## config.mk

```make
export PLATFORM = sky130hd
export DESIGN_NAME = adpll_lock_ctrl
export DESIGN_NICKNAME = d
export VERILOG_FILES = /design/src/rtl/adpll_ctrl_pkg.sv /design/src/rtl/ref_edge_sync.sv /design/src/rtl/adpll_lock_ctrl.sv
export SDC_FILE = /design/constraint.sdc
export NUM_CORES = 1
export LEC_CHECK = 0
export CORE_ASPECT_RATIO = 1.2
export CORE_MARGIN = 2
export CORE_UTILIZATION = 57
export CTS_BUF_LIST = sky130_fd_sc_hd__clkbuf_4 sky130_fd_sc_hd__clkbuf_8
export CTS_CLUSTER_SIZE = 40
export DETAILED_ROUTE_END_ITERATION = 10
export PLACE_DENSITY = 0.79
export RECOVER_POWER = 50
export SKIP_CTS_REPAIR_TIMING = 1
export SLEW_MARGIN = 20
export SYNTH_ARGS = -nofsm -noshare
export SYNTH_HDL_FRONTEND = slang
export SYNTH_SLANG_ARGS = --single-unit
```

## constraint.sdc

```tcl
create_clock -name fpga_clk_i -period 3.2 [get_ports fpga_clk_i]
set_input_delay 0.64 -clock fpga_clk_i [delete_from_list [all_inputs] [get_ports fpga_clk_i]]
set_output_delay 0.64 -clock fpga_clk_i [all_outputs]
set_load 0.005 [all_outputs]
```

## src/rtl/adpll_ctrl_pkg.sv

```systemverilog
// Shared types and constants for the ADPLL acquisition / lock-supervision controller.
// Holds the state encoding, gain selections, port widths and DCO rail codes.
package adpll_ctrl_pkg;

  localparam int ERR_W = 8;
  localparam int DCO_W = 9;

  typedef enum logic [2:0] {
    ST_IDLE      = 3'd0,
    ST_RESET_PLL = 3'd1,
    ST_SETTLE    = 3'd2,
    ST_COARSE    = 3'd3,
    ST_FINE      = 3'd4,
    ST_LOCKED    = 3'd5,
    ST_FAILED    = 3'd6
  } state_t;

  localparam logic [1:0] GAIN_OFF    = 2'b00;
  localparam logic [1:0] GAIN_COARSE = 2'b10;
  localparam logic [1:0] GAIN_FINE   = 2'b01;

  // Two's-complement extremes of the 9-bit DCO code (+255 / -256).
  localparam logic [DCO_W-1:0] DCO_RAIL_HI = 9'h0FF;
  localparam logic [DCO_W-1:0] DCO_RAIL_LO = 9'h100;

  // Unsigned magnitude; -128 wraps to 8'h80, which reads as 128 unsigned.
  function automatic logic [ERR_W-1:0] err_mag(input logic [ERR_W-1:0] e);
    return e[ERR_W-1] ? (~e + ERR_W'(1)) : e;
  endfunction

  function automatic logic dco_is_rail(input logic [DCO_W-1:0] d);
    return (d == DCO_RAIL_HI) || (d == DCO_RAIL_LO);
  endfunction

  function automatic logic [1:0] gain_for(input state_t s);
    case (s)
      ST_SETTLE, ST_COARSE: return GAIN_COARSE;
      ST_FINE, ST_LOCKED:   return GAIN_FINE;
      default:              return GAIN_OFF;
    endcase
  endfunction

endpackage

```

## src/rtl/ref_edge_sync.sv

```systemverilog
// Brings the asynchronous reference clock into the system domain and emits a
// one-cycle tick per reference rising edge (2 sync flops, history flop, registered tick).
module ref_edge_sync (
  input  logic clk,
  input  logic rst_n,
  input  logic ref_clk,
  output logic tick
);

  // sync_reg[0..1] are the metastability stages, sync_reg[2] the previous sample.
  logic [2:0] sync_reg;
  logic       tick_reg;

  always_ff @(posedge clk or negedge rst_n) begin
    if (!rst_n) begin
      sync_reg <= 3'b000;
      tick_reg <= 1'b0;
    end else begin
      sync_reg <= {sync_reg[1:0], ref_clk};
      tick_reg <= sync_reg[1] & ~sync_reg[2];
    end
  end

  assign tick = tick_reg;

endmodule

```

## src/rtl/adpll_lock_ctrl.sv

```systemverilog
// Acquisition and lock-supervision controller for the ring ADPLL.
// Optional feature: define ADPLL_DCO_RAIL_CHECK_EN to abort attempts whose DCO code sits on a rail.
module adpll_lock_ctrl
  import adpll_ctrl_pkg::*;
#(
  parameter int RST_CYCLES    = 8,
  parameter int SETTLE_REFS   = 32,
  parameter int COARSE_THRESH = 16,
  parameter int COARSE_COUNT  = 8,
  parameter int LOCK_THRESH   = 4,
  parameter int LOCK_COUNT    = 16,
  parameter int UNLOCK_THRESH = 16,
  parameter int UNLOCK_COUNT  = 4,
  parameter int TIMEOUT_REFS  = 1024,
  parameter int MAX_RETRY     = 3
) (
  input  logic             fpga_clk_i,
  input  logic             reset_n_i,
  input  logic             ref_clk_i,
  input  logic             start_i,
  input  logic [ERR_W-1:0] error_i,
  input  logic [DCO_W-1:0] dco_cc_i,
  output logic             pll_reset_o,
  output logic             pll_enable_o,
  output logic [1:0]       gain_sel_o,
  output logic             locked_o,
  output logic             loss_o,
  output logic             fail_o,
  output logic             rail_o,
  output logic [1:0]       retry_count_o,
  output logic [2:0]       state_o
);

  localparam int MAX_A   = (TIMEOUT_REFS > SETTLE_REFS) ? TIMEOUT_REFS : SETTLE_REFS;
  localparam int MAX_B   = (RST_CYCLES > LOCK_COUNT) ? RST_CYCLES : LOCK_COUNT;
  localparam int CNT_MAX = (MAX_A > MAX_B) ? MAX_A : MAX_B;
  localparam int CNT_W   = $clog2(CNT_MAX + 1);

  logic tick;

  ref_edge_sync u_ref_sync (
    .clk     (fpga_clk_i),
    .rst_n   (reset_n_i),
    .ref_clk (ref_clk_i),
    .tick    (tick)
  );

  state_t           state_reg, state_next;
  logic [CNT_W-1:0] cnt_reg, cnt_next;
  logic [CNT_W-1:0] to_reg, to_next;
  logic [CNT_W-1:0] to_inc;
  logic [1:0]       retry_reg, retry_next;
  logic             loss_next, rail_next;
  logic             abort;
  logic             to_expired;
  logic             rail_hit;
  logic [ERR_W-1:0] mag;

  logic       pll_reset_reg, pll_enable_reg, locked_reg, loss_reg, fail_reg, rail_reg;
  logic [1:0] gain_reg;

  assign mag        = err_mag(error_i);
  assign to_inc     = (&to_reg) ? to_reg : to_reg + CNT_W'(1);
  assign to_expired = (to_inc >= CNT_W'(TIMEOUT_REFS));

`ifdef ADPLL_DCO_RAIL_CHECK_EN
  logic [3:0] rail_cnt_reg, rail_cnt_next;
  logic       rail_watch;

  assign rail_watch = tick && ((state_reg == ST_COARSE) || (state_reg == ST_FINE) ||
                               (state_reg == ST_LOCKED));
  assign rail_hit   = rail_watch && dco_is_rail(dco_cc_i) && (rail_cnt_reg == 4'd7);

  always_comb begin
    rail_cnt_next = rail_cnt_reg;
    if (state_next != state_reg)
      rail_cnt_next = 4'd0;
    else if (rail_watch)
      rail_cnt_next = dco_is_rail(dco_cc_i) ? rail_cnt_reg + 4'd1 : 4'd0;
  end

  always_ff @(posedge fpga_clk_i or negedge reset_n_i) begin
    if (!reset_n_i) rail_cnt_reg <= 4'd0;
    else            rail_cnt_reg <= rail_cnt_next;
  end
`else
  logic unused_dco;
  assign unused_dco = ^dco_cc_i;
  assign rail_hit   = 1'b0;
`endif

  always_comb begin
    state_next = state_reg;
    cnt_next   = cnt_reg;
    to_next    = to_reg;
    retry_next = retry_reg;
    loss_next  = 1'b0;
    rail_next  = 1'b0;
    abort      = 1'b0;

    if (!start_i) begin
      state_next = ST_IDLE;
    end else begin
      case (state_reg)
        ST_IDLE: begin
          retry_next = 2'd1;
          state_next = ST_RESET_PLL;
        end
        ST_RESET_PLL: begin
          if (cnt_reg == CNT_W'(RST_CYCLES - 1)) begin
            state_next = ST_SETTLE;
            to_next    = '0;
          end else begin
            cnt_next = cnt_reg + CNT_W'(1);
          end
        end
        ST_SETTLE: begin
          if (tick) begin
            if (cnt_reg == CNT_W'(SETTLE_REFS - 1)) state_next = ST_COARSE;
            else                                    cnt_next   = cnt_reg + CNT_W'(1);
          end
        end
        ST_COARSE: begin
          if (tick) begin
            to_next = to_inc;
            if (mag <= ERR_W'(COARSE_THRESH)) begin
              if (cnt_reg == CNT_W'(COARSE_COUNT - 1)) state_next = ST_FINE;
              else                                     cnt_next   = cnt_reg + CNT_W'(1);
            end else begin
              cnt_next = '0;
            end
            abort = (state_next == ST_COARSE) && (to_expired || rail_hit);
          end
        end
        ST_FINE: begin
          if (tick) begin
            to_next = to_inc;
            if (mag > ERR_W'(COARSE_THRESH)) begin
              state_next = ST_COARSE;
            end else if (mag <= ERR_W'(LOCK_THRESH)) begin
              if (cnt_reg == CNT_W'(LOCK_COUNT - 1)) state_next = ST_LOCKED;
              else                                   cnt_next   = cnt_reg + CNT_W'(1);
            end else begin
              cnt_next = '0;
            end
            abort = (state_next == ST_FINE) && (to_expired || rail_hit);
          end
        end
        ST_LOCKED: begin
          if (tick) begin
            // Loss of lock restarts convergence with a fresh timeout budget, not a retry.
            if (mag > ERR_W'(UNLOCK_THRESH)) begin
              if (cnt_reg == CNT_W'(UNLOCK_COUNT - 1)) begin
                state_next = ST_COARSE;
                loss_next  = 1'b1;
                to_next    = '0;
              end else begin
                cnt_next = cnt_reg + CNT_W'(1);
              end
            end else begin
              cnt_next = '0;
            end
            abort = (state_next == ST_LOCKED) && rail_hit;
          end
        end
        ST_FAILED: ;
        default:   state_next = ST_IDLE;
      endcase

      if (abort) begin
        rail_next = rail_hit;
        if (retry_reg < 2'(MAX_RETRY)) begin
          state_next = ST_RESET_PLL;
          retry_next = (retry_reg == 2'd3) ? 2'd3 : retry_reg + 2'd1;
        end else begin
          state_next = ST_FAILED;
        end
      end
    end

    if (state_next != state_reg) cnt_next = '0;
  end

  // Outputs are registered from the next state so they move together with state_reg.
  always_ff @(posedge fpga_clk_i or negedge reset_n_i) begin
    if (!reset_n_i) begin
      state_reg      <= ST_IDLE;
      cnt_reg        <= '0;
      to_reg         <= '0;
      retry_reg      <= 2'd0;
      pll_reset_reg  <= 1'b1;
      pll_enable_reg <= 1'b0;
      gain_reg       <= GAIN_OFF;
      locked_reg     <= 1'b0;
      loss_reg       <= 1'b0;
      fail_reg       <= 1'b0;
      rail_reg       <= 1'b0;
    end else begin
      state_reg      <= state_next;
      cnt_reg        <= cnt_next;
      to_reg         <= to_next;
      retry_reg      <= retry_next;
      pll_reset_reg  <= (state_next == ST_IDLE) || (state_next == ST_RESET_PLL) ||
                        (state_next == ST_FAILED);
      pll_enable_reg <= (state_next == ST_SETTLE) || (state_next == ST_COARSE) ||
                        (state_next == ST_FINE) || (state_next == ST_LOCKED);
      gain_reg       <= gain_for(state_next);
      locked_reg     <= (state_next == ST_LOCKED);
      loss_reg       <= loss_next;
      fail_reg       <= (state_next == ST_FAILED);
      rail_reg       <= rail_next;
    end
  end

  assign pll_reset_o   = pll_reset_reg;
  assign pll_enable_o  = pll_enable_reg;
  assign gain_sel_o    = gain_reg;
  assign locked_o      = locked_reg;
  assign loss_o        = loss_reg;
  assign fail_o        = fail_reg;
  assign rail_o        = rail_reg;
  assign retry_count_o = retry_reg;
  assign state_o       = state_reg;

endmodule

```

======== Word level (Yosys, flattened, before mapping) ========
Cells that the tools add are included.
storage, ports and cells
  bits in registers ....................... 38
  bits of input ports ..................... 21
  logic and storage cells ................. 135
cells by class
  add/subtract/negate cells ............... 4
  $lt $le $gt $ge ......................... 5
  eq/ne operators ......................... 33
  multiplexer cells ....................... 60
  bitwise logic cells ..................... 3
  reduce and logical (&&, ||, !) cells .... 18
operators with widths
  operator               number
  $mux 11                20
  $mux 3                 22
  $pmux 11 s5            1
  $pmux 11 s3            1
  $add 11x1->11 const B  2
  $eq 3x3->1 const B     7
  $pmux 3 s7             1
  $eq 3x2->1 const B     5
  $ne 3x2->1 const B     4
  $eq 11x2->1 const B    1
  $eq 11x3->1 const B    1
  $eq 11x4->1 const B    1
  $eq 11x5->1 const B    1
  $ge 11x11->1 const B   1
  $reduce_and 11->1      1
  $reduce_and 10->1      1
  $add 8x1->8 const B    1
  $gt 8x5->1 const B     1
  $le 8x3->1 const B     1
  $le 8x5->1 const B     1
  $mux 1                 8
  $mux 2                 4
  $mux 8                 1
  $ne 4x4->1 const B     2
  21 further kinds       34

======== Logic depth before layout (Yosys ltp) ========
Gate-level depths: netlist (run 1).
  word-level depth ........................ 20
  depth in mapped cells ................... 13
  depth with buffers taken out ............ 11

======== Modules after synthesis ========
A second synthesis (run 1) with hierarchy kept.
second synthesis, totals
  cell total of the unflattened synthesis .. 304
  area, all modules ....................... 2661.3 sq um
modules (own cells, without submodules)
  module           instances  cells an instance  area each (sq um)  sequential area each (sq um)
  adpll_lock_ctrl  1          299                2547.4             852.1
  ref_edge_sync    1          5                  113.9              100.1

======== Worst setup path after synthesis (run 1) ========
OpenSTA, ideal clock, no wires.
  kind .................................... in2reg
  start point ............................. in error_i[0]
  end point ............................... reg cnt_reg[1]
  library setup time ...................... 0.122 ns
  data arrival time ....................... 2.875 ns
  setup slack ............................. 0.203 ns
  stages .................................. 13
  path buffers ............................ 2
  cell sequence ........................... inv_1 > ha_1 > or2_2 > nor4b_1 > nor4_1 > a21o_1 > buf_6 > o22a_4 > and3_4 > or3_1 > nand4_2 > buf_6 > nor3_2
on the way
  longest elaborated chain between the ends .. 19
  elaborated cells between the ends (all ways) .. 52
  classes of those cells .................. add/sub: 1; order compare: 3; eq/ne: 11; mux: 31; bitwise: 1; reduce/logical: 5
RTL lines
  what                                          line                    text
  from (decl)                                   adpll_lock_ctrl.sv:21   input logic [ERR_W-1:0] error_i,
  $not 8->8                                     adpll_ctrl_pkg.sv:28    return e[ERR_W-1] ? (~e + ERR_W'(1)) : e;
  $add 8x1->8                                   adpll_ctrl_pkg.sv:28
  $mux 8 *                                      adpll_ctrl_pkg.sv:28
  $le 8x3->1                                    adpll_lock_ctrl.sv:140  end else if (mag <= ERR_W'(LOCK_THRESH)) begin
  $mux 3                                        adpll_lock_ctrl.sv:140
  $mux 3                                        adpll_lock_ctrl.sv:138  if (mag > ERR_W'(COARSE_THRESH)) begin
  $mux 3                                        adpll_lock_ctrl.sv:136  if (tick) begin
  $mux 3                                        adpll_lock_ctrl.sv:104  case (state_reg)
  [... 3 more ...]                              --
  $mux 1                                        adpll_lock_ctrl.sv:136
  $pmux 1 s2                                    adpll_lock_ctrl.sv:104
  $mux 1                                        adpll_lock_ctrl.sv:101  if (!start_i) begin
  $mux 3                                        adpll_lock_ctrl.sv:170  if (abort) begin
  $mux 3                                        adpll_lock_ctrl.sv:101
  $ne 3x3->1                                    adpll_lock_ctrl.sv:181  if (state_next != state_reg) cnt_next = '0;
  $ne 4x4->1 (no line) (tied with other cells)  --
  $reduce_and 10->1 (no line)                   --
  to (signal assigned)                          adpll_lock_ctrl.sv:200  cnt_reg <= cnt_next;
  to (decl)                                     adpll_lock_ctrl.sv:49   logic [CNT_W-1:0] cnt_reg, cnt_next;
Mark *: on every way between the ends. The rest lies on a longest branch, timed or not. The select of a mux whose other input is x is not followed.
A chain may end at the register's enable or synchronous reset.

======== Worst setup path after layout (run 1) ========
  start point ............................. in error_i[7]
  end point ............................... reg cnt_reg[7]
The elaborated chain is that of the path after synthesis.

==> qor.csv, run 1 <==
stage,metric,value,unit
status,status,"complete, but fails checks",
status,failed_checks,"capacitance limit, slew limit",
routing,drtIter0Drc,153,
global_route,met2_usage,0.411,
synthesis,synth_cells,281,
cts,clock_path_buffers,2,
synthesis,synth_ff_type,dfrtp_1,
pwr,total_power,1.01,mW
pwr,ir_worst_vdd,0.000359,V
global_route,grt_max_degree,39,
floorplan,die_area,5040,sq um
worst_setup_path,cp_common_cell,buf_4,
routing,drc,0,
synthesis,synthTopCellsByArea,"dfrtp_1 36%, nor2_1 4.4%, and3_1 3.9%",
worst_setup_path,start_kind,input pin,
global_route,use_met3,0.0580,
routing,via_per_inst,5.94,
worst_setup_path,r2r_setup_slack,0.25,ns
routing,first_pass_iters,4,
worst_setup_path,critical_path_arrival,3.28,ns
global_route,met1_usage,0.300,
sta,slew_viol_final,39,
sta,setup_viol,0,
global_route,antenna_found_initial,0,
global_route,grt.overflow.total,0,
global_route,grt_pass1_wl,9890,um
worst_setup_path,slowest_delay,0.54,ns
synthesis,yosys_warnings,0,
synthesis,ys_seq_area_frac,0.372,
synthesis,yosysTopAreaCellShare,0.362,
synthesis,synth_seq_cells,38,
floorplan,initial_core_util,0.596,
worst_setup_path,worst_path_max_delay_cell,or4_1,
worst_hold_path,hold_path.class,register to register,
floorplan,die_h,77.4,um
floorplan,row_count,26,
worst_setup_path,critPathKind,input pin to register,
routing,avgRoutedWirePerCell,15.5,um
cts,cts_sinks,38,
final_layout,final_area,3380,sq um
routing,vias,2328,
worst_setup_path,cp-end-kind,register,
worst_setup_path,required,3.40,ns
synthesis,ys_async_sr_fraction,1.00,
cts,htreeDepth,2,
synthesis,avgSynthCellArea,9.11,sq um
sta,min_period_over_period,0.961,
pwr,p_per_area,299,nW/um^2
sta,fin_setup_tns,0,ns
synthesis,synth_area,2560,sq um
pwr,p_leak,1.49,nW
floorplan,io_pins,34,
synthesis,synth_cell_types,70,
global_route,track_usage,0.243,
sta,worst_pin_slew,2.03,ns
cts,cts_tree,yes,
cts,clk_pin_slew_worst_paths,0.07,ns
floorplan,core-area,4290,sq um
worst_setup_path,path_max_fanout,10,
sta,whs,0.361,ns
sta,rsz0062_at_grt,false,
routing,postRouteAntennaNets,0,
worst_setup_path,path_buf_inv,4,
global_route,top_usage_layer,met2,
routing,wl,6070,um
final_layout,nets,359,
cts,cts_made_buffers,5,
cts,root_buffer,clkbuf_8,
sta,period_needed,3.08,ns
synthesis,synth_edf_count,0,
worst_setup_path,cpLargestDelayFamily,simple AND/OR/NAND/NOR gates,
final_layout,drive_gt1_frac,0.274,
floorplan,die_w,65.2,um
place,port_buffers,23,
synthesis,yosys.area.top_type,dfrtp_1,
place,hpwl,4110,um
worst_setup_path,crit_chain,clkdlybuf4s50_1 > buf_4 > or3_1 > o211a_1 > buf_4 > or4_1 > nand3_2 > a31o_2 > nand4_4 > buf_12 > a211oi_1,
place,placed_area,3070,sq um
place,place_congestion,0.926,
cts,clk_latency,0.30,ns
sta,final_hold_viol_count,0,
global_route,grt_pass1_vias,2271,
synthesis,synth_nets,305,
sta,slew_headroom,-0.354,
flow_run,drv_cap,1,
final_layout,diodes,0,
sta,fmax,325,MHz
final_layout,area_growth,31.9,%
sta,fin_worst_skew,0.0108,ns
==> Yosys cell counts, drive strengths merged (5+ instances only) <==
cell type / count
dfrtp: 37
nor2: 31
nand2: 23
o21ai: 19
and3: 17
a21oi: 15
nor3: 13
nand3: 11
xor2: 9
and2: 6
buf: 6
clkbuf: 6
inv: 6
nor4: 6
o21a: 5
==> area by class of cell <==
cell class / count / area, sq um
Timing Repair Buffer: 59 / 562
Tap cell: 56 / 70.1
Multi-Input combinational cell: 224 / 1670
Clock buffer: 6 / 82.6
Fill cell: 293 / 918
Inverter: 7 / 26.3
Sequential cell: 38 / 952
Clock inverter: 2 / 12.5
==> worst paths after layout <==
kind                                         from                     end  depth (start not counted)
max                                    error_i[7]              cnt_reg[7]                         11
min                        u_ref_sync.sync_reg[0]  u_ref_sync.sync_reg[1]                          0
max reg2reg                            cnt_reg[5]              cnt_reg[7]                         10
min reg2reg                u_ref_sync.sync_reg[0]  u_ref_sync.sync_reg[1]                          0
max in group asynchronous               reset_n_i              cnt_reg[6]                          1
min in group asynchronous               reset_n_i               to_reg[7]                          1
==> per-layer routing <==
metal / wire length [um] / up-vias
li1: - / 1140
met1: 2520 / 1095
met2: 3090 / 74
met3: 293 / 19
met4: 166 / 0
met5: 0 / -
==> stage by stage <==
step,setup slack (ns),util,instances
final,0.124,0.786,392
after global routing,0.0138,0.786,392
after floorplan,0.203,-,281
after CTS,-0.293,0.736,389
after detailed placement,-0.574,0.714,381
after global placement,-0.531,0.714,381
==> layout by cell type, fill, tap and decap left out, types with 3 or more instances in the layout <==
| cell type | netlist | final |
|---|---|---|
| a211oi_2 | 3 | 3 |
| a21oi_1 | 14 | 14 |
| and2_1 | 6 | 6 |
| and3_1 | 16 | 16 |
| buf_12 | 0 | 3 |
| buf_4 | 1 | 32 |
| clkbuf_8 | 0 | 6 |
| clkdlybuf4s50_1 | 0 | 14 |
| dfrtp_1 | 37 | 37 |
| dlygate4sd3_1 | 0 | 3 |
| dlymetal6s2s_1 | 0 | 5 |
| inv_1 | 5 | 5 |
| nand2_1 | 23 | 23 |
| nand3_1 | 10 | 9 |
| nand3b_1 | 4 | 4 |
| nand4_1 | 3 | 3 |
| nor2_1 | 30 | 30 |
| nor2b_1 | 4 | 4 |
| nor3_1 | 4 | 4 |
| nor3_2 | 8 | 8 |
| nor4_4 | 1 | 3 |
| o21a_1 | 5 | 5 |
| o21ai_0 | 17 | 13 |
| o21ai_1 | 1 | 4 |
| or3_1 | 4 | 3 |
| xor2_1 | 9 | 9 |
==> power by group <==
group	switching [mW]	total [mW]	internal, mW	leakage, nW
registers	0.00912	0.495	0.486	0.512
logic	0.0851	0.160	0.0746	0.931
clock network	0.181	0.355	0.173	0.0472
==> cells by family (layout without fill, tap and decap cells) <==
kind of cell               count (synthesis)  count (layout)  share of synthesized area
AOI/OAI and AO/OA                         70              70                      0.209
xor gates and xnor gates                  12              12                     0.0411
adders and majority gates                  3               3                     0.0147
buffers and inverters                     19              74                     0.0386
DFF                                       38              38                      0.372
muxes                                      3               3                     0.0122
other                                      1               1                    0.00147
and+or+nand+nor                          135             135                      0.311
(Power assumes the default switching activity.)
==> run 2: changes to the inputs <==
CORE_MARGIN = not set   (was 2)
==> run 2 against run 1 <==
Compared with the run above:
- the flow still finishes with violations (capacitance limit, slew limit)
- clock skew increased by 0.0040 ns
- critical path type unchanged
- total power increased by 16%
- count of clock-buffer cells in the layout unchanged
- utilization increased by 1.8 points
- routed wire length increased by 4.3%
- critical path depth increased by 1
- global-route usage increased by 1.5 points
- sequential cell count unchanged
- cell count increased by 1.5%
- largest cell class unchanged
- clock power increased by 43%
- setup slack got worse by 0.084 ns
==> qor.csv, run 2 (synthesis gave the netlist of run 1 again) <==
stage,metric,value,unit,change
status,status,"complete, but fails checks",,
status,failed_checks,"capacitance limit, slew limit",,
worst_setup_path,critPathKind,input pin to register,,
worst_setup_path,critical_path_arrival,3.33,ns,+0.05 ns
final_layout,fillers,292,,-0.34%
cts,cts_made_buffers,5,,unchanged
sta,worst_slack,0.0402,ns,-0.0841 ns
cts,clock_path_buffers,2,,unchanged
sta,fin_worst_skew,0.0148,ns,+0.00397 ns
routing,drtIter0Drc,161,,+5.2%
sta,setup_viol,0,,unchanged
final_layout,area_growth,35.0,%,
floorplan,initial_core_util,0.596,,unchanged
routing,avgRoutedWirePerCell,15.9,um,+2.7%
worst_hold_path,hold_path.class,register to register,,
routing,via_per_inst,6.08,,+2.4%
floorplan,die_h,75.4,um,-2.6%
sta,worst_pin_slew,2.00,ns,-0.0351 ns
worst_setup_path,start_kind,input pin,,
floorplan,die_area,4760,sq um,-5.6%
global_route,grt_pass1_wl,9610,um,-2.9%
place,place_congestion,0.907,,-2.1%
final_layout,final_cell_mix,"37 x dfrtp_1, 36 x buf_4, 30 x nor2_1",,
sta,fmax,316,MHz,-2.7%
flow_run,drv_cap,1,,unchanged
final_layout,layout_commonest_cell,dfrtp_1,,
place,port_buffers,23,,unchanged
pwr,p_per_area,338,nW/um^2,+13%
global_route,grt_max_degree,39,,unchanged
final_layout,fin_cells,398,,+1.5%
cts,root_buffer,clkbuf_8,,
cts,htreeDepth,2,,unchanged
place,hpwl,4080,um,-0.74%
routing,first_pass_iters,5,,+1
final_layout,postLayoutCoreUtil,0.804,,+0.0184
floorplan,die_w,63.2,um,-3.1%
cts,clk_latency,0.30,ns,about the same
worst_setup_path,path_max_fanout,6,,-4
routing,postRouteAntennaNets,0,,unchanged
worst_setup_path,required,3.37,ns,-0.03 ns
place,placed_area,3070,sq um,+0.24%
place,placed_cells,382,,+0.26%
global_route,grt.overflow.total,0,,unchanged
sta,final_hold_viol_count,0,,unchanged
sta,slew_viol_final,39,,unchanged
global_route,track_usage,0.259,,+0.0153
final_layout,final_area,3450,sq um,+2.3%
floorplan,io_pins,34,,unchanged
worst_setup_path,cp-end-kind,register,,
global_route,antenna_found_initial,0,,unchanged
cts,clk_pin_slew_worst_paths,0.08,ns,about the same
cts,cts_sinks,38,,unchanged
sta,period_needed,3.16,ns,+0.0841 ns
floorplan,core-area,4290,sq um,unchanged
floorplan,row_count,26,,unchanged
routing,drc,0,,unchanged
final_layout,diodes,0,,unchanged
pwr,total_power,1.17,mW,+16%
sta,min_period_over_period,0.987,,+0.0263
final_layout,drive_gt1_frac,0.289,,+0.0157
final_layout,nets,365,,+1.7%
pwr,p_leak,1.52,nW,+2.2%
routing,wl,6330,um,+4.3%
sta,slew_headroom,-0.330,,+0.0234
routing,vias,2421,,+4.0%
cts,cts_tree,yes,,
pwr,ir_worst_vdd,0.000411,V,+15%
global_route,grt_pass1_vias,2222,,-2.2%
place,place_ws,-0.656,ns,-0.0821 ns
## run 2: cell count changes in the layout (fill, tap and decap cells not counted), moves of 2 or more
cell       before  now
o21ai_1         4    1
o21ai_0        13   16
buf_4          32   36
bufinv_16       0    2
## run 2: path summary, 6_finish.rpt
check / endpoint / slack, ns / start / depth (start not counted)
worst max-delay path: cnt_reg[5] / 0.04 / error_i[4] / 12
worst min register to register: u_ref_sync.sync_reg[1] / 0.35 / u_ref_sync.sync_reg[0] / 0
worst max register to register: cnt_reg[5] / 0.30 / cnt_reg[5] / 10
min in group asynchronous: to_reg[8] / 0.90 / reset_n_i / 1
max in group asynchronous: cnt_reg[3] / 1.15 / reset_n_i / 1
worst min-delay path: u_ref_sync.sync_reg[1] / 0.35 / u_ref_sync.sync_reg[0] / 0
## run 2: critical path: stages
cell             delay, ns
clkdlybuf4s50_1       0.57
nor4b_2               0.08
a211o_1               0.32
nor4_4                0.33
buf_4                 0.17
a211oi_2              0.04
o22a_4                0.27
and3_4                0.18
or3_4                 0.38
nand4_4               0.13
clkbuf_16             0.16
nor3_2                0.04
## run 2: layout make-up
| type | instances | area [sq um] | area share |
|---|---|---|---|
| tap | 56 | 70.1 | 0.0203 |
| inverter | 7 | 26.3 | 0.00761 |
| multi-input combinational | 225 | 1660 | 0.481 |
| timing repair buffer | 64 | 601 | 0.174 |
| clock buffer | 6 | 82.6 | 0.0239 |
| clock inverter | 2 | 60.1 | 0.0174 |
| sequential | 38 | 952 | 0.276 |
## run 2: where the power goes
group	internal [mW]	leakage (nW)	switching (mW)
combinational	0.0789	0.940	0.0863
sequential	0.486	0.512	0.00765
clock	0.333	0.0714	0.175
total	0.898	1.52	0.269
## run 2: through the flow
step | hold WS [ns] | setup TNS (ns)
floorplan | 0.331 | 0
global placement | 0.335 | -12.39
detailed placement | 0.341 | -16.85
CTS | 0.353 | -8.12
global route | 0.358 | -0.248
finish | 0.351 | 0
## run 2: layer usage
layer | wire (um) | vias to the layer above | track usage
met5 | 0 | - | 0
met4 | 125 | 0 | 0.106
met3 | 263 | 12 | 0.0464
met2 | 3400 | 72 | 0.471
met1 | 2540 | 1184 | 0.305
li1 | - | 1153 | -
==> run 3: changes to the inputs <==
HOLD_SLACK_MARGIN = 0.06   (was not set)
==> results of run 3 <==
No change in the layout: final DEF, timing and power equal those of run 2.
